$ cat src/rtl/multicycle_ctrl.sv
// Multi-cycle control FSM for the RV32I subset core: sequences fetch, decode,
// execute, memory and write-back, and drives ALU and datapath controls.
// Optional feature macro: MULTICYCLE_CTRL_BNE_EN (bne handled in the BEQ state).
module multicycle_ctrl (
  input  logic       clk,
  input  logic       rst_n,
  input  logic [6:0] op,
  input  logic [2:0] funct3,
  input  logic       funct7b5,
  input  logic       ALU_zero,
  input  logic       mem_ready,
  output logic [1:0] ALU_ctrl,
  output logic [1:0] ALU_srcA,
  output logic [1:0] ALU_srcB,
  output logic [1:0] Result_src,
  output logic       Adr_src,
  output logic       IR_write,
  output logic       PC_write,
  output logic       Reg_write,
  output logic       Mem_write,
  output logic       illegal
);

  localparam logic [6:0] OP_LOAD   = 7'b0000011;
  localparam logic [6:0] OP_STORE  = 7'b0100011;
  localparam logic [6:0] OP_RTYPE  = 7'b0110011;
  localparam logic [6:0] OP_ITYPE  = 7'b0010011;
  localparam logic [6:0] OP_BRANCH = 7'b1100011;
  localparam logic [6:0] OP_JAL    = 7'b1101111;

  localparam logic [1:0] ALU_ADD = 2'b00;
  localparam logic [1:0] ALU_SUB = 2'b01;
  localparam logic [1:0] ALU_AND = 2'b10;
  localparam logic [1:0] ALU_OR  = 2'b11;

  localparam logic [1:0] SRCA_PC    = 2'b00;
  localparam logic [1:0] SRCA_OLDPC = 2'b01;
  localparam logic [1:0] SRCA_REG   = 2'b10;

  localparam logic [1:0] SRCB_REG  = 2'b00;
  localparam logic [1:0] SRCB_IMM  = 2'b01;
  localparam logic [1:0] SRCB_FOUR = 2'b10;

  localparam logic [1:0] RES_ALUOUT = 2'b00;
  localparam logic [1:0] RES_DATA   = 2'b01;
  localparam logic [1:0] RES_ALU    = 2'b10;

  typedef enum logic [3:0] {
    FETCH    = 4'd0,
    DECODE   = 4'd1,
    MEMADR   = 4'd2,
    MEMREAD  = 4'd3,
    MEMWB    = 4'd4,
    MEMWRITE = 4'd5,
    EXECUTER = 4'd6,
    EXECUTEI = 4'd7,
    ALUWB    = 4'd8,
    BEQ      = 4'd9,
    JAL      = 4'd10
  } state_t;

  state_t state_reg;
  state_t state_next;

  logic       f3_alu_ok;
  logic       is_mem_ok;
  logic       branch_ok;
  logic       branch_take;
  logic [1:0] alu_op_dec;

  // Only add/and/or forms are implemented for register and immediate ALU ops.
  assign f3_alu_ok = (funct3 == 3'b000) || (funct3 == 3'b110) || (funct3 == 3'b111);
  assign is_mem_ok = ((op == OP_LOAD) || (op == OP_STORE)) && (funct3 == 3'b010);

`ifdef MULTICYCLE_CTRL_BNE_EN
  assign branch_ok   = (funct3 == 3'b000) || (funct3 == 3'b001);
  assign branch_take = (funct3 == 3'b001) ? ~ALU_zero : ALU_zero;
`else
  assign branch_ok   = (funct3 == 3'b000);
  assign branch_take = ALU_zero;
`endif

  // Subtract only for R-type with funct7b5; addi ignores that bit.
  always_comb begin
    alu_op_dec = ALU_ADD;
    case (funct3)
      3'b111:  alu_op_dec = ALU_AND;
      3'b110:  alu_op_dec = ALU_OR;
      default: alu_op_dec = ((op == OP_RTYPE) && funct7b5) ? ALU_SUB : ALU_ADD;
    endcase
  end

  always_ff @(posedge clk or negedge rst_n) begin
    if (!rst_n) begin
      state_reg <= FETCH;
    end else begin
      state_reg <= state_next;
    end
  end

  always_comb begin
    state_next = state_reg;
    ALU_ctrl   = ALU_ADD;
    ALU_srcA   = SRCA_PC;
    ALU_srcB   = SRCB_REG;
    Result_src = RES_ALUOUT;
    Adr_src    = 1'b0;
    IR_write   = 1'b0;
    PC_write   = 1'b0;
    Reg_write  = 1'b0;
    Mem_write  = 1'b0;
    illegal    = 1'b0;

    case (state_reg)
      FETCH: begin
        ALU_srcA   = SRCA_PC;
        ALU_srcB   = SRCB_FOUR;
        ALU_ctrl   = ALU_ADD;
        Result_src = RES_ALU;
        IR_write   = mem_ready;
        PC_write   = mem_ready;
        if (mem_ready) state_next = DECODE;
      end

      DECODE: begin
        // Branch target is precomputed into ALUOut here.
        ALU_srcA = SRCA_OLDPC;
        ALU_srcB = SRCB_IMM;
        ALU_ctrl = ALU_ADD;
        if (is_mem_ok) begin
          state_next = MEMADR;
        end else if ((op == OP_RTYPE) && f3_alu_ok) begin
          state_next = EXECUTER;
        end else if ((op == OP_ITYPE) && f3_alu_ok) begin
          state_next = EXECUTEI;
        end else if ((op == OP_BRANCH) && branch_ok) begin
          state_next = BEQ;
        end else if (op == OP_JAL) begin
          state_next = JAL;
        end else begin
          illegal    = 1'b1;
          state_next = FETCH;
        end
      end

      MEMADR: begin
        ALU_srcA   = SRCA_REG;
        ALU_srcB   = SRCB_IMM;
        ALU_ctrl   = ALU_ADD;
        state_next = (op == OP_LOAD) ? MEMREAD : MEMWRITE;
      end

      MEMREAD: begin
        Adr_src    = 1'b1;
        Result_src = RES_ALUOUT;
        if (mem_ready) state_next = MEMWB;
      end

      MEMWB: begin
        Result_src = RES_DATA;
        Reg_write  = 1'b1;
        state_next = FETCH;
      end

      MEMWRITE: begin
        Adr_src    = 1'b1;
        Result_src = RES_ALUOUT;
        Mem_write  = 1'b1;
        if (mem_ready) state_next = FETCH;
      end

      EXECUTER: begin
        ALU_srcA   = SRCA_REG;
        ALU_srcB   = SRCB_REG;
        ALU_ctrl   = alu_op_dec;
        state_next = ALUWB;
      end

      EXECUTEI: begin
        ALU_srcA   = SRCA_REG;
        ALU_srcB   = SRCB_IMM;
        ALU_ctrl   = alu_op_dec;
        state_next = ALUWB;
      end

      ALUWB: begin
        Result_src = RES_ALUOUT;
        Reg_write  = 1'b1;
        state_next = FETCH;
      end

      BEQ: begin
        ALU_srcA   = SRCA_REG;
        ALU_srcB   = SRCB_REG;
        ALU_ctrl   = ALU_SUB;
        Result_src = RES_ALUOUT;
        PC_write   = branch_take;
        state_next = FETCH;
      end

      JAL: begin
        // Jump target from ALUOut; PC+4 computed now for the rd write-back.
        ALU_srcA   = SRCA_OLDPC;
        ALU_srcB   = SRCB_FOUR;
        ALU_ctrl   = ALU_ADD;
        Result_src = RES_ALUOUT;
        PC_write   = 1'b1;
        state_next = ALUWB;
      end

      default: begin
        state_next = FETCH;
      end
    endcase
  end

endmodule

$ cat config.mk
export PLATFORM = sky130hd
export DESIGN_NAME = multicycle_ctrl
export DESIGN_NICKNAME = d
export VERILOG_FILES = /design/src/rtl/multicycle_ctrl.sv
export SDC_FILE = /design/constraint.sdc
export NUM_CORES = 1
export LEC_CHECK = 0
export BUFFER_PORTS_ARGS = -buffer_cell sky130_fd_sc_hd__buf_2
export CAP_MARGIN = 40
export CORE_MARGIN = 2
export CORE_UTILIZATION = 35
export CTS_CLUSTER_SIZE = 25
export DETAILED_ROUTE_END_ITERATION = 6
export SETUP_SLACK_MARGIN = 0.3
export SLEW_MARGIN = 20
export SYNTH_ARGS = -nofsm -noshare
export SYNTH_HDL_FRONTEND = slang
export SYNTH_SLANG_ARGS = --single-unit
export TNS_END_PERCENT = 5
$ cat constraint.sdc
create_clock -name clk -period 1.75 [get_ports clk]
set_input_delay 0.175 -clock clk [delete_from_list [all_inputs] [get_ports clk]]
set_output_delay 0.175 -clock clk [all_outputs]
set_load 0.01 [all_outputs]
Word level (Yosys, flattened, before mapping)
Cells that the tools add are included.
{"block": "word_totals", "reg_bits": 4, "output_inout_bits": 14, "word_cells": 69}
{"block": "classes", "eq_ne": 22, "n_mux": 27, "reduce_logical": 19}
{"operator": "$mux 4", "n": 8}
{"operator": "$pmux 4 s6", "n": 1}
{"operator": "$pmux 2 s2", "n": 5}
{"operator": "$eq 4x3->1 const B", "n": 4}
{"operator": "$eq 7x6->1 const B", "n": 2}
{"operator": "$eq 7x7->1 const B", "n": 2}
{"operator": "$eq 4x4->1 const B", "n": 3}
{"operator": "$mux 1", "n": 11}
{"operator": "$reduce_or 2->1", "n": 5}
{"operator": "$eq 4x2->1 const B", "n": 2}
{"operator": "$eq 7x2->1 const B", "n": 1}
{"operator": "$eq 7x5->1 const B", "n": 1}
{"operator": "$eq 3x3->1 const B", "n": 2}
{"operator": "$ne 2x2->1 const B", "n": 3}
{"operator": "$reduce_or 3->1", "n": 2}
{"operator": "$logic_and 1x1->1", "n": 5}
{"operator": "$eq 4x1->1 const B", "n": 1}
{"operator": "$logic_not 4->1", "n": 1}
{"operator": "$reduce_or 4->1", "n": 1}
{"operator": "$eq 3x2->1 const B", "n": 1}
{"operator": "$logic_not 3->1", "n": 1}
{"operator": "$logic_or 1x1->1", "n": 3}
{"operator": "$mux 3", "n": 1}
{"operator": "$pmux 1 s3", "n": 1}
{"operator": "$reduce_and 3->1", "n": 1}

Depth between registers and ports, before layout
Gate-level depths: netlist of run 1.
{"block": "logic_depth", "ltp_word": 8, "mapped_depth": 5}

Worst setup path before layout of run 1
OpenSTA, ideal clock, no wires.
{"block": "synth_path", "path_type": "register to output", "from": "register state_reg[3]", "to": "output illegal", "t_arrival_ns": 1.470, "setup_slack_ns": 0.105, "path_stages_with_launch": 5, "path_buffers": 1, "path_cell_list": "dfrtp_1 > or2_2 > clkbuf_1 > or2_2 > nor3_1"}
{"block": "synth_between", "elab_chain_cells": 2}
{"item": "from (decl)", "line": "62", "source": "state_t state_reg;"}
{"item": "from (signal assigned)", "line": "97", "source": "state_reg <= state_next;"}
{"item": "$eq 4x1->1", "line": "114", "source": "case (state_reg)"}
{"item": "$mux 1", "line": "114"}
{"item": "to (decl)", "line": "21", "source": "output logic illegal"}
No other way between the ends.

Worst setup path after layout of run 1
{"block": "layout_path", "from": "register state_reg[0]", "to": "output ALU_srcA[0]"}
{"block": "layout_between", "elab_chain_cells": 3, "word_cells_on_any_way": 9, "classes_between": "6 x eq/ne; 1 x mux; 2 x reduce/logical"}
{"item": "$eq 4x3->1 (tied with other cells)", "line": "114"}
{"item": "$reduce_or 4->1 (no line) or $reduce_or 2->1 (tied branches)"}
{"item": "$pmux 2 s2 (*)", "line": "114"}
{"item": "to (decl)", "line": "13", "source": "output logic [1:0] ALU_srcA,"}
Every way passes the cells marked *; elsewhere a longest branch is shown, timed or not.

==> impl_metrics.ini, run 1 <==
[global_route]
grt_usage_pct = 18.71
use_met2_pct = 30.70
antenna_found_initial = 0
grt_remaining_overflow = 0
top_usage_layer = met2
grt_pass1_vias = 651
grtUsageMet3_pct = 1.190
grt_use_met1_pct = 25.53
grt_max_degree = 12
grt_pass1_wl_um = 2849

[placement]
dp_hpwl_um = 1265
globalplace.congestion = 0.7597
dpl_worst_slack_ns = 0.09561
port_buffers = 28

[worst_setup_path]
startpoint_type = flop
crit_fanout = 5
cp.required_ns = 1.57
r2r_slack_ns = 0.29
path_class = reg -> out
max_stage_delay_ns = 0.41
path_delay_family = flip-flops
end_kind = output port
critPathBufInv = 2
crit_chain = buf_6 > or3b_4 > a21oi_2 > buf_2
critPathSlowestCell = dfrtp_2
worstPathArrival_ns = 1.41

[timing]
rsz0062_at_grt = true
layout_setup_ws_ns = 0.1658
slew_headroom_pct = 76.83
holdWs_ns = 0.2748
report.final.slew_viol_count = 0
finalCritPeriodShare_pct = 90.52
max_freq_mhz = 631.2
hold_viol_final = 0
setup_viol_count_final = 0
clock_skew_ns = 0.002788
final.setup.tns_ns = 0
final.min_clock_period_ns = 1.584
tightest_slew_ns = 0.3475

[clocking]
htree_levels = 1
clock-sinks = 4
cts_root_buf = clkbuf_4
cts_buffer_depth = 2
clk_latency_ns = 0.23
clk_pin_slew_ns = 0.04
cts_buffers = 3
cts_tree = built

[die]
initial_core_util_pct = 36.22
die_y_um = 45.81
pin_count = 29
core_um2 = 1689
rows = 15
chipWidth_um = 45.81
die-area_um2 = 2099

[synthesis]
yosysMostFrequentCell = nor3_1
async_flop_share_pct = 100.0
synth_edf_count = 0
ys_seq_elements = 4
yosysTopAreaCell = dfrtp_1
netlist.area_leader.share_pct = 16.36
yosys-top-cells-count = nor3_1, nor2_1, clkbuf_1, nand2b_1
yosysUniqueCellTypes = 36
yosysWarnings = 0
synth.area.top_cells = dfrtp_1, nor3_1, nand2b_1, nand4bb_4, nor2_1
syn_area_um2 = 611.8
synth_ff_type = dfrtp_1
ys_seq_area_share_pct = 16.36
synth_fp_nets = 98
synthCells = 83
avgSynthCellArea_um2 = 7.372

[layout]
drive_above_1_share_pct = 55.20
syn2layout_area_growth_pct = 69.73
largest_reg_flops = 4
nets = 142
insertedDiodeCount = 0

[routing]
via_count = 809
wirelength_um = 1914
drc = 0
firstDrtPassIters = 4
wl_per_cell_um = 13.48
drtAntennaViolNets = 0
viasPerCell = 5.697
drt_iter0_drc = 16

[power]
switching_share_pct = 40.61
intPower_uw = 505.6
p_total_uw = 851.2
powerDensity_nw_per_um2 = 819.7
clockPowerShare_pct = 13.3
p_leak_nw = 0.4724
p_switching_uw = 345.6
p_seq_share_pct = 15.8
ir_drop_mv = 0.3048
p_comb_share_pct = 70.9

[outcome]
outcome = finished clean

[worst_hold_path]
worstHoldPathType = in -> async

[flow_run]
cap_violations = 0
-- power by group through the flow --
stage / clock, mW / sequential [mW] / combinational, mW
3_3_place_gp: 0 / 0.147 / 0.453
2_1_floorplan: 0 / 0.111 / 0.342
5_1_grt: 0.122 / 0.135 / 0.651
4_1_cts: 0.116 / 0.132 / 0.583
6_report: 0.113 / 0.134 / 0.604
3_5_place_dp: 0 / 0.146 / 0.454
-- timing repair --
action | in CTS | in global routing
endpoints found under the setup margin | 13 | 16
pin swaps | 7 | 5
endpoints found under the hold margin | 4 | 0
gates resized for setup | 19 | 8
hold buffers | 1 | 0
gates cloned | 0 | 0
setup buffers | 10 | 2
-- metal layers --
metal  vias to the layer above  wire (um)
met5                         -          0
met4                         0          0
met1                       391        889
met3                         0         76
li1                        398          -
met2                        20        948
-- layout make-up --
type                    count  area [um^2]
flip-flops and latches      4        102.6
clock buffers               3        22.52
fillers                   140        650.6
inverters                   2        7.507
well taps                  17        21.27
multi-input cells          70        571.8
repair buffers             46        312.8
-- per-stage QoR --
stage | instances | area, um^2 | utilization [%]
2_1_floorplan | 83 | 630.6 | -
3_3_place_gp | 126 | 802.0 | 47.48
3_5_place_dp | 126 | 802.0 | 47.48
4_1_cts | 140 | 980.9 | 58.07
5_1_grt | 142 | 1039 | 61.48
6_report | 142 | 1039 | 61.48
-- worst register-to-register path: stages (launching register included) --
cell and delay (ns):
dfrtp_1 0.38, buf_6 0.14, buf_4 0.17, nor4b_2 0.25, a22oi_1 0.14, mux2i_1 0.16
o31ai_1 0.09
-- kinds of logic after synthesis --
logic type / synth area share, %
AND/OR/NAND/NOR: 46.01
AO/OA/AOI/OAI: 23.11
buffers and inverters: 5.523
XOR/XNOR: 5.727
flip-flops: 16.36
multiplexers: 3.272
-- path summary, 6_finish.rpt --
kind | start | to | cells after the start
worst max-delay path | state_reg[0] | ALU_srcA[0] | 4
worst min-delay path | rst_n | state_reg[2] | 2
worst max register to register | state_reg[3] | state_reg[0] | 6
worst min register to register | state_reg[1] | state_reg[1] | 1
max in group asynchronous | rst_n | state_reg[0] | 2
min in group clk | op[5] | state_reg[0] | 3
-- layout by cell type (no fill, tap or decap), types with 2 or more instances in the layout --
cell type  Yosys  final
dfrtp_1        4      2
o31ai_1        2      2
nand4_1        2      2
nand3_1        3      2
buf_6          0      8
nand2b_1       5      4
nand3b_1       2      2
nor2_1         7      6
xnor2_1        3      2
or2_4          0      2
inv_1          2      2
nor4_1         2      2
o21ai_0        3      3
buf_4          0     11
or4b_4         0      2
nor3_1         9      8
a21oi_1        4      3
dfrtp_2        0      2
buf_2          0     26
or3b_4         1      2
clkbuf_4       0      3
mux2i_1        2      2
nand2_1        4      3
No activity file was read; power rests on OpenSTA's default activity.
==> run 2, diff against run 1 <==
- CTS_BUF_LIST: not set -> sky130_fd_sc_hd__clkbuf_16
- SLEW_MARGIN: 20 -> 25
==> run 2 against run 1 <==
Net effect:
- via count is 0.87% higher
- hold slack better by 0.0087 ns
- critical endpoint is now ALU_srcB[1]
- final cell count up 0.70%
- worst setup slack improved by 0.010 ns
- power grew 29%
- combinational power barely moved
- highest routed layer is now met4
- critical path depth increased by 1
- sequential cell count unchanged
- die area unchanged
- clock skew barely moved
- largest power group unchanged
- register-to-register slack worse by 0.02 ns
- critical path type unchanged
==> impl_metrics.ini, run 2 (synthesis results as in run 1) <==
[routing]
wirelength_um = 1976
wl_per_cell_um = 13.82
firstDrtPassIters = 4
viasPerCell = 5.706
drc = 0
drtAntennaViolNets = 0
via_count = 816
drt_iter0_drc = 10

[global_route]
grt_max_degree = 12
antenna_found_initial = 0
grt_remaining_overflow = 0
grt_pass1_vias = 655
grt_usage_pct = 18.72
grt_pass1_wl_um = 2787

[timing]
tightest_slew_ns = 0.3729
final.min_clock_period_ns = 1.574
hold_viol_final = 0
slew_headroom_pct = 75.14
setup_viol_count_final = 0
layout_setup_ws_ns = 0.1760
finalCritPeriodShare_pct = 89.94
max_freq_mhz = 635.3
rsz0062_at_grt = true
report.final.slew_viol_count = 0
final.setup.tns_ns = 0
clock_skew_ns = 0.002835

[power]
p_total_mw = 1.097
ir_drop_mv = 0.4611
p_leak_nw = 0.5033
powerDensity_nw_per_um2 = 990.4

[flow_run]
cap_violations = 0

[worst_setup_path]
path_class = reg -> out
end_kind = output port
r2r_slack_ns = 0.27
worstPathArrival_ns = 1.40
crit_fanout = 8
startpoint_type = flop
cp.required_ns = 1.57

[layout]
final_cells = 143
fin_util_pct = 65.56
insertedDiodeCount = 0
mostFrequentLayoutCells = buf_2, buf_4, nor3_1, buf_6, nor2_1
n_fill_cell = 138
drive_above_1_share_pct = 57.14
largest_reg_flops = 4
nets = 143
syn2layout_area_growth_pct = 80.98
layout_commonest_cell = buf_2

[clocking]
cts_buffer_depth = 2
clk_latency_ns = 0.23
htree_levels = 1
clk_pin_slew_ns = 0.03
cts_tree = built
clock-sinks = 4
cts_root_buf = clkbuf_16
cts_buffers = 3

[worst_hold_path]
worstHoldPathType = in -> async

[die]
die-area_um2 = 2099
rows = 15
die_y_um = 45.81
initial_core_util_pct = 36.22
chipWidth_um = 45.81
core_um2 = 1689
pin_count = 29

[placement]
placedCellCount = 126
dp_hpwl_um = 1265
port_buffers = 28
dpl_worst_slack_ns = 0.09561
globalplace.congestion = 0.7597

[outcome]
outcome = finished clean
-- run 2: cell type report --
cell class,instances,area (um^2),area share [%]
clock buffer,3,75.07,6.780
multi-input combinational,70,580.6,52.43
inverter,2,7.507,0.6780
tap,17,21.27,1.921
timing repair buffer,47,320.3,28.93
sequential,4,102.6,9.266
-- run 2: critical path, cell delays in order (launching register included) --
cell and delay (ns):
dfrtp_2 0.45, buf_6 0.14, buf_6 0.13, xor2_1 0.15
nor3_1 0.14, buf_2 0.16
-- run 2: metrics by stage --
| stage | cell area (um^2) | hold WS, ns |
|---|---|---|
| after floorplan | 630.6 | -0.1206 |
| after global placement | 802.0 | -0.01994 |
| after detailed placement | 802.0 | -0.02036 |
| after CTS | 1018 | 0.2852 |
| after global routing | 1107 | 0.3115 |
| final | 1107 | 0.2835 |
-- run 2: path summary, 6_finish.rpt --
path | start | end | depth (start not counted)
max | state_reg[1] | ALU_srcB[1] | 5
min | rst_n | state_reg[3] | 2
max reg2reg | state_reg[0] | state_reg[2] | 5
min reg2reg | state_reg[1] | state_reg[1] | 1
max in group asynchronous | rst_n | state_reg[1] | 2
min in group clk | op[5] | state_reg[0] | 3
-- run 2: metal layers --
metal / global-route usage [%] / vias to the layer above / wire [um]
met4: 11.43 / 0 / 34
met2: 29.58 / 19 / 972
li1: - / 401 / -
met3: 3.175 / 4 / 74
met1: 23.46 / 392 / 894
met5: 0 / - / 0
-- run 2: power by group --
group | internal (mW) | switching (mW)
clock network | 0.292 | 0.0649
registers | 0.110 | 0.0235
logic | 0.326 | 0.281
total | 0.728 | 0.369
-- run 2: timing repair --
| item | CTS | global route |
|---|---|---|
| pin swaps | 8 | 6 |
| gates resized for setup | 19 | 10 |
| setup endpoints to repair | 13 | 16 |
| endpoints found under the hold margin | 4 | 0 |
| hold buffers | 1 | 0 |
| buffers inserted | 8 | 5 |
==> run 3, diff against run 2 <==
- ABC_AREA: not set -> 1
==> run 3 against run 2 <==
Net effect:
- synthesized cell count up 20%
- highest routed layer unchanged
- global-route usage up 0.38 points
- final cell count up 7.0%
- clock power up 2%
- worst setup slack better by 0.065 ns
- largest cell class unchanged
- combinational power down 34%
- critical path type unchanged
- via count down 9.8%
- cell area down 20%
- power down 17%
==> impl_metrics.ini, run 3 <==
[worst_setup_path]
crit_chain = nor2_4 > inv_2 > nor2_4 > nand2_2 > o211ai_1 > buf_2
r2r-start = state_reg[2]
max_stage_delay_ns = 0.43
crit_fanout = 4
path_delay_family = flip-flops
path_class = reg -> out
startpoint_type = flop
crit_top_cell = nor2_4
critPathBufInv = 2
rr_endpoint = state_reg[0]
worst_r2r_path_depth = 10
r2r_slack_ns = 0.38
cp.required_ns = 1.57
end_kind = output port
critPathSlowestCell = dfrtp_2
worstPathArrival_ns = 1.33

[timing]
layout_setup_ws_ns = 0.2407
max_freq_mhz = 662.6
clock_skew_ns = 0.001957
finalCritPeriodShare_pct = 86.24
tightest_slew_ns = 0.1996
slew_headroom_pct = 86.62
setup_viol_count_final = 0
final.min_clock_period_ns = 1.509
rsz0062_at_grt = true
final.setup.tns_ns = 0
hold_viol_final = 0
report.final.slew_viol_count = 0

[layout]
largest_reg_flops = 4
layout_commonest_cell = buf_2
mostFrequentLayoutCells = buf_2, nand2_1, inv_1
insertedDiodeCount = 0
regArea_um2 = 102.6
nets = 154
multi_input_area_um2 = 409.1
n_fill_cell = 153
final_cell_area_um2 = 885.9
syn2layout_area_growth_pct = 59.46
final_cells = 153
drive_above_1_share_pct = 46.72

[flow_run]
cap_violations = 0

[synthesis]
synth_edf_count = 0
avgSynthCellArea_um2 = 5.555
synthCells = 100
yosysMostFrequentCell = nand2_1
syn_area_um2 = 555.5
ys_seq_elements = 4
synth_fp_nets = 115
synth.area.top_cells = nand2_1, dfrtp_1, inv_1, nand3_1, nor2_1
netlist.area_leader.share_pct = 18.24
yosysWarnings = 0
ys_seq_area_share_pct = 18.02
async_flop_share_pct = 100.0
yosys-top-cells-count = nand2_1, inv_1, nand3_1, nor2_1
synth_ff_type = dfrtp_1
yosysUniqueCellTypes = 21
yosysTopAreaCell = nand2_1

[routing]
drc = 0
drtAntennaViolNets = 0
firstDrtPassIters = 4
wirelength_um = 1588
via_count = 736
viasPerCell = 4.810
drt_iter0_drc = 6
wl_per_cell_um = 10.38

[worst_hold_path]
min-delay-start = mem_ready
min_to = state_reg[2]
worstHoldPathType = in -> reg
min_path_cells = 4

[die]
rows = 14
pin_count = 29
initial_core_util_pct = 37.31
die_y_um = 43.84
core_um2 = 1489
chipWidth_um = 43.84
die-area_um2 = 1922

[clocking]
cts_buffers = 3
htree_levels = 1
cts_tree = built
clk_pin_slew_ns = 0.03
clock-sinks = 4
cts_buffer_depth = 2
clk_latency_ns = 0.23
cts_root_buf = clkbuf_16

[power]
p_leak_nw = 0.5196
ir_drop_mv = 0.7622
powerDensity_nw_per_um2 = 1029
p_total_uw = 911.2

[global_route]
grt_remaining_overflow = 0
grt_usage_pct = 19.10
antenna_found_initial = 0
grt_pass1_wl_um = 2746
grt_pass1_vias = 707
grt_max_degree = 10

[placement]
globalplace.congestion = 0.8006
dp_hpwl_um = 1243
placed_area_um2 = 708.2
placedCellCount = 143
port_buffers = 28
dpl_worst_slack_ns = 0.3834

[outcome]
outcome = finished clean
run 3: changes by cell type in the layout (fill, tap and decap cells not counted), sizes merged, moves of 3 or more:
| cell | change |
|---|---|
| nand3 | +9 |
| nor3 | -7 |
| nand2b | -5 |
| a21oi | -3 |
| inv | +19 |
| xnor2 | -3 |
| nand2 | +25 |
| buf | -12 |
| nor2 | +11 |
run 3: worst max-delay path by stage:
| stage | from | to | slack, ns | depth (start not counted) |
|---|---|---|---|---|
| after floorplan | state_reg[0] | PC_write | 0.47 | 5 |
| after global placement | state_reg[3] | ALU_srcB[0] | 0.40 | 6 |
| after detailed placement | state_reg[0] | illegal | 0.38 | 5 |
| after CTS | state_reg[2] | ALU_srcA[0] | 0.22 | 6 |
| after global routing | state_reg[3] | illegal | 0.17 | 6 |
| final | state_reg[3] | ALU_srcB[0] | 0.24 | 6 |
run 3: final cells by class:
type	instances	share of cell area [%]
Multi-Input combinational cell	74	46.19
Clock buffer	3	8.475
Sequential cell	4	11.58
Tap cell	16	2.260
Timing Repair Buffer	35	22.03
Inverter	21	9.463
run 3: cell families after synthesis:
kind of cell | after synthesis | synth area share, %
AND/OR/NAND/NOR | 67 | 57.88
AO/OA/AOI/OAI | 7 | 8.556
buffers and inverters | 22 | 15.54
flip-flops | 4 | 18.02
run 3: worst min-delay path, delay by kind of cell:
| kind | cells | cell delay (ns) |
|---|---|---|
| buffers and inverters | 2 | 0.16 |
| AND/OR/NAND/NOR | 2 | 0.13 |
run 3: where the power goes:
group	leakage (nW)	switching, mW	internal, mW	total, mW
clock	0.0370	0.0704	0.293	0.363
sequential	0.0510	0.0385	0.109	0.148
combinational	0.432	0.236	0.165	0.401
total	0.520	0.345	0.566	0.911
run 3: repair_timing:
item,4_1_cts,5_1_grt
gates cloned,0,0
endpoints found under the hold margin,4,0
hold buffers,1,0
pin swaps,4,7
buffers inserted,4,2
gates resized for setup,7,11
endpoints found under the setup margin,8,15
run 3: metrics by stage:
stage,utilization [%],hold WS [ns]
2_1_floorplan,-,-0.1206
3_3_place_gp,47.56,-0.01418
3_5_place_dp,47.56,-0.01261
4_1_cts,56.39,0.2746
5_1_grt,59.50,0.3086
6_report,59.50,0.2797
run 3: layer usage:
layer	share of wire [%]	GRT usage [%]	wire length (um)	vias up
met1	43	23.62	679	326
met4	1.8	9.091	29	0
met5	0	0	0	-
li1	-	-	-	386
met2	50	31.18	789	20
met3	5.6	4.167	89	4
